`src/rtl/cpu_pkg.sv`:
```
// Shared types and defaults for the MIPS32 fetch path: FSM states,
// address defaults and the next-PC source encoding.
package cpu_pkg;

    localparam int          DEF_ADDR_W   = 32;
    localparam logic [31:0] DEF_RESET_PC = 32'h0000_0000;

    typedef enum logic [1:0] {
        BOOT   = 2'd0,
        FETCH  = 2'd1,
        HALTED = 2'd2
    } fetch_state_t;

    typedef enum logic [1:0] {
        SEL_SEQ = 2'd0,
        SEL_BR  = 2'd1,
        SEL_J   = 2'd2,
        SEL_JR  = 2'd3
    } pc_sel_t;

endpackage

```
`src/rtl/pc_fetch_unit_next_pc_sel.sv`:
```
// Priority mux for the next PC: JR over jump over taken branch over pc+1.
module next_pc_sel
    import cpu_pkg::*;
#(
    parameter int ADDR_W = DEF_ADDR_W
) (
    input  logic [ADDR_W-1:0] pcplus1,
    input  logic [ADDR_W-1:0] branch_target,
    input  logic [ADDR_W-1:0] jump_target,
    input  logic [ADDR_W-1:0] jr_target,
    input  logic              branch_taken,
    input  logic              jump,
    input  logic              jr,
    output logic [ADDR_W-1:0] next_pc,
    output pc_sel_t           sel
);

    // NOTE: every output gets a default first so no path through the
    // block leaves it unassigned, which would infer a latch.
    always_comb begin
        sel     = SEL_SEQ;
        next_pc = pcplus1;
        if (jr) begin
            sel     = SEL_JR;
            next_pc = jr_target;
        end else if (jump) begin
            sel     = SEL_J;
            next_pc = jump_target;
        end else if (branch_taken) begin
            sel     = SEL_BR;
            next_pc = branch_target;
        end
    end

endmodule

```
`src/rtl/pc_fetch_unit.sv`:
```
// Program counter and fetch sequencer: holds the PC, handshakes with
// instruction memory and counts retired instructions.
module pc_fetch_unit
    import cpu_pkg::*;
#(
    parameter int                ADDR_W   = DEF_ADDR_W,
    parameter logic [ADDR_W-1:0] RESET_PC = ADDR_W'(DEF_RESET_PC),
    parameter int                CNT_W    = 32
) (
    input  logic              clk,
    input  logic              rst,
    input  logic [ADDR_W-1:0] branch_target,
    input  logic [ADDR_W-1:0] jump_target,
    input  logic [ADDR_W-1:0] jr_target,
    input  logic              branch_taken,
    input  logic              jump,
    input  logic              jr,
    input  logic              stall,
    input  logic              halt,
    input  logic              imem_ready,
    output logic              imem_req,
    output logic [ADDR_W-1:0] imem_addr,
    output logic [ADDR_W-1:0] pc,
    output logic [ADDR_W-1:0] pcplus1,
    output logic              advance,
    output logic              halted,
    output logic [CNT_W-1:0]  instr_count
);

    fetch_state_t      state, state_next;
    logic [ADDR_W-1:0] next_pc;
    pc_sel_t           sel;

    assign pcplus1   = pc + ADDR_W'(1);
    assign imem_addr = pc;

    next_pc_sel #(.ADDR_W(ADDR_W)) u_next_pc_sel (
        .pcplus1      (pcplus1),
        .branch_target(branch_target),
        .jump_target  (jump_target),
        .jr_target    (jr_target),
        .branch_taken (branch_taken),
        .jump         (jump),
        .jr           (jr),
        .next_pc      (next_pc),
        .sel          (sel)
    );

    // The select code is kept for debug visibility only.
    logic unused_sel;
    assign unused_sel = ^sel;

    // NOTE: sequential state uses non-blocking assignments so every
    // register samples pre-edge values regardless of statement order.
    always_ff @(posedge clk or posedge rst) begin
        if (rst) begin
            state <= BOOT;
        end else begin
            state <= state_next;
        end
    end

    always_comb begin
        state_next = state;
        case (state)
            BOOT:    state_next = FETCH;
            FETCH:   if (advance && halt) state_next = HALTED;
            HALTED:  state_next = HALTED;
            default: state_next = BOOT;
        endcase
    end

    always_comb begin
        imem_req = (state == FETCH);
        halted   = (state == HALTED);
        advance  = (state == FETCH) && imem_ready && !stall;
    end

    // A retiring halt still counts but leaves the PC on the halt word.
    always_ff @(posedge clk or posedge rst) begin
        if (rst) begin
            pc          <= RESET_PC;
            instr_count <= '0;
        end else if (advance) begin
            instr_count <= instr_count + CNT_W'(1);
            if (!halt) begin
                pc <= next_pc;
            end
        end
    end

endmodule

```
`config.mk`:
```
export PLATFORM = sky130hd
export DESIGN_NAME = pc_fetch_unit
export DESIGN_NICKNAME = d
export VERILOG_FILES = /design/src/rtl/cpu_pkg.sv /design/src/rtl/pc_fetch_unit_next_pc_sel.sv /design/src/rtl/pc_fetch_unit.sv
export SDC_FILE = /design/constraint.sdc
export NUM_CORES = 1
export LEC_CHECK = 0
export ABC_AREA = 1
export CAP_MARGIN = 10
export CORE_UTILIZATION = 39
export CTS_CLUSTER_DIAMETER = 100
export DETAILED_ROUTE_END_ITERATION = 12
export PLACE_DENSITY = 0.78
export SETUP_SLACK_MARGIN = 0.5
export SYNTH_ARGS = -nofsm -noshare
export SYNTH_HDL_FRONTEND = slang
export SYNTH_SLANG_ARGS = --single-unit
```
`constraint.sdc`:
```
create_clock -name clk -period 1.97 [get_ports clk]
set_clock_uncertainty 0.15 [all_clocks]
set_input_delay 0.2955 -clock clk [delete_from_list [all_inputs] [get_ports clk]]
set_output_delay 0.2955 -clock clk [all_outputs]
set_load 0.02 [all_outputs]
```
==> results.md, run 1 <==
- EDFF count, synth: 0
- Library cells used by synthesis: 37
- Die Y: roughly 120 um
- Worst setup margin: -0.585 ns
- Post-DP HPWL: around 14000 um
- Status: finished with violations
- I/O pins: 235
- Final global-route overflow total: 0
- YS warnings: 0
- Via count: 7304
- Power Total: 13.0 mW
- Largest family of logic cells by synthesized area: simple AND/OR/NAND/NOR gates
- Max_slew headroom: 55.9%
- Clk sink count: 66
- Data arrival time of the critical path: 2.11 ns
- Initial Util: 40.7%
- Number of cells produced by synthesis: approximately 800
- XOR/XNOR Fraction of Synth Area: under 10%
- Synth async-reset ratio: 100%
- Max Freq: a little under 400 MHz
- Critical Path End Type: output port
- Root Driver: clkbuf_16
- Hold WC Path Type: primary input to asynchronous set/reset pin
- CP Launch Type: register
- Vias in the first global route: 6510
- CTS tree: built
- Via density: 5.33
- # H-tree levels: 3
- Max-slew violations: 0
- GPL Wtd Cong: 0.906
- Clock period minus worst slack: 2.56 ns
- Complex-gate fraction of the synthesized area: 7.31%
- Maximum vdd drop: 0.000777 V
- # DRC: 0
- Worst-Skew Late Latency: 0.34 ns
- Yosys top cell area share: 31.5%
- Final hold violation count: 0
- Fill cell count: 714
- # diodes: 0
- Failing checks: setup timing
- Multi-input logic area: 0.00387 mm^2
- Clock buffer depth: 2
- Power density over the cells: around 1200 mW/mm^2
- Hold_buf cts: 0
- Max-cap violations: 0
- Adder-cell area share of the yosys netlist: 1.19%
- # setup viols final: 49
- Std cell rows: 41
- Layout net count: 1302
- Crit Path Max Fanout: 3
- Yosys reg bits: 66
- Ranking of synthesized cells by area: dfrtp_1 (32%), nand2_1 (19%), nor2_1 (11%), buf_4 (4.6%), inv_1 (4.4%)
- Unrepaired setup endpoints after global routing: true
- CP Class: register to output port
- DRT antenna net count: 0
- Top_reg_cell synth: dfrtp_1
- Post-synthesis mux area share: 0%
- Routed WL: 25700 um
- Dpl cells: 1247
- First DRT Iteration DRCs: between 500 and 600
- CTS buffer count: 9
- Required time of the critical path: 1.52 ns
- Sequential-to-total area share from yosys stat: a little under a third
- Share of layout cells above drive strength 1: 46.8%
- Port-buffer cells: 234
- Clk pin slew, worst setup/hold paths: 0.07 ns
- Storage cell area: 0.00168 mm^2
- Largest net degree at the start of global routing: between 60 and 70
- Area delta synth->final: 103%
- Simple-gate share of the synthesized area: 41.3%
- Final period utilization: 130%
- Non-Filler Instances: 1370
- First-pass GRT wire length: roughly 33000 um
- Avg Cell Area, Syn: 6.47 um^2
- TritonRoute pass-1 iters: 5
- Core area: 0.0129 mm^2
- Worst Max-Slew Pin Slew: approximately 0.66 ns
- Placement Setup Slack: -0.449 ns
- GRT Total Usage: 29.3%
- Top cell type by total area after synthesis: dfrtp_1
- Pleak: 5.21 nW
- Initial antenna violation count: 0
- DIE AREA: 0.0139 mm^2
- Die W: between 100 and 150 um
- Synthesized area: 0.00524 mm^2
- Average wire per standard cell: 18.7 um
- Syn nets: 919
cells by family (layout without fill, tap and decap cells):
| logic type | count (synthesis) | in the layout |
|---|---|---|
| and+or+nand+nor | 504 | 504 |
| buffers and inverters | 122 | 510 |
| AOI/OAI and AO/OA | 74 | 74 |
| DFF | 66 | 66 |
| xor gates and xnor gates | 39 | 39 |
| adders and majority gates | 5 | 5 |
critical path: stages, from the launching register on:
cell,delay [ns]
dfrtp_1,0.49
nand2_1,0.17
nor2_1,0.27
buf_4,0.17
nand2_1,0.06
nor2_1,0.22
nand2_2,0.08
nand2_2,0.11
nand2_2,0.07
buf_6,0.13
where the power goes:
| group | switching [mW] | leakage, nW | internal, mW |
|---|---|---|---|
| sequential | 0.561 | 0.819 | 1.76 |
| combinational | 4.44 | 4.24 | 4.59 |
| clock | 0.705 | 0.142 | 0.991 |
| total | 5.71 | 5.21 | 7.34 |
cell usage in the layout, fill, tap and decap left out, types with 11 or more instances in the layout:
| cell | count |
|---|---|
| a21oi_1 | 30 |
| buf_2 | 30 |
| buf_4 | 78 |
| buf_6 | 202 |
| clkdlybuf4s50_1 | 102 |
| dfrtp_1 | 45 |
| dfrtp_2 | 21 |
| inv_1 | 56 |
| nand2_1 | 198 |
| nand2_2 | 61 |
| nand2_4 | 15 |
| nand3_2 | 26 |
| nor2_1 | 132 |
| nor2_2 | 11 |
| nor2_4 | 28 |
| o21ai_0 | 14 |
| xor2_1 | 17 |
area by class of cell:
type | count | share of cell area [%]
clock inverters | 7 | 0.719
inverters | 66 | 2.53
well taps | 172 | 2.03
clock buffers | 9 | 2.12
flip-flops and latches | 66 | 15.8
multi-input cells | 622 | 36.5
repair buffers | 428 | 40.3
per-layer routing:
metal / track usage, % / part of all wire, % / up-vias
li1: - / - / 3262
met2: 52.1 / 50 / 472
met3: 7.70 / 8.4 / 118
met5: 0 / 0 / -
met4: 9.86 / 4.8 / 0
met1: 33.8 / 37 / 3452
synth_stat cells, types with 2 or more instances:
cell type	number
a21oi_1	34
buf_2	3
buf_4	32
clkbuf_1	15
clkbuf_8	2
dfrtp_1	66
dlymetal6s2s_1	2
ha_1	5
inv_1	62
inv_2	2
nand2_1	265
nand2_2	6
nand2_4	3
nand3_1	39
nand3b_1	4
nand4_1	6
nor2_1	153
nor2_2	5
nor2_4	13
nor3_1	6
o211ai_1	2
o21ai_0	29
o21ai_1	5
o22ai_1	2
xnor2_1	16
xor2_1	22
through the flow:
stage / TNS [ns] / utilization (%) / hold WS, ns / cell area [um^2]
floorplan: 0 / - / 0.289 / 5440
detailed placement: -9.46 / 64.8 / 0.325 / 8340
global placement: -8.76 / 64.8 / 0.332 / 8340
CTS: -7.05 / 72.3 / 0.275 / 9310
finish: -13.53 / 82.4 / 0.250 / 10600
global route: -16.26 / 82.4 / 0.301 / 10600
flip-flops by register name (all words and copies together) (netlist names):
signal,count
imem_addr,32
instr_count,32
state,2
final timing paths:
check	start	end	slack, ns	cells past startpoint
worst max-delay path	imem_addr[12]$_DFFE_PP0P_	pcplus1[27]	-0.59	9
worst min-delay path	rst	state[0]$_DFFE_PP0P_	0.25	3
worst max register to register	imem_addr[0]$_DFFE_PP0P_	imem_addr[18]$_DFFE_PP0P_	-0.28	16
worst min register to register	instr_count[31]$_DFFE_PP0N_	instr_count[31]$_DFFE_PP0N_	0.34	1
max in group asynchronous	rst	instr_count[10]$_DFFE_PP0N_	1.08	3
min in group clk	instr_count[31]$_DFFE_PP0N_	instr_count[31]$_DFFE_PP0N_	0.34	1
timing repair:
action                     in CTS  in global routing
gates resized for setup       759                261
pin swaps                      53                111
buffers inserted               53                 53
setup endpoints to repair     192                172
cloned                          0                  1
Note: power is estimated with default switching activity, not from simulation.
==> inputs of run 2 (changes only) <==
--- a/config.mk
+++ b/config.mk
@@ -12,6 +12,7 @@
 export DETAILED_ROUTE_END_ITERATION = 12
 export PLACE_DENSITY = 0.78
 export SETUP_SLACK_MARGIN = 0.5
+export SLEW_MARGIN = 20
 export SYNTH_ARGS = -nofsm -noshare
 export SYNTH_HDL_FRONTEND = slang
 export SYNTH_SLANG_ARGS = --single-unit
==> results of run 2 <==
No change in the layout: final DEF, timing and power equal those of run 1.
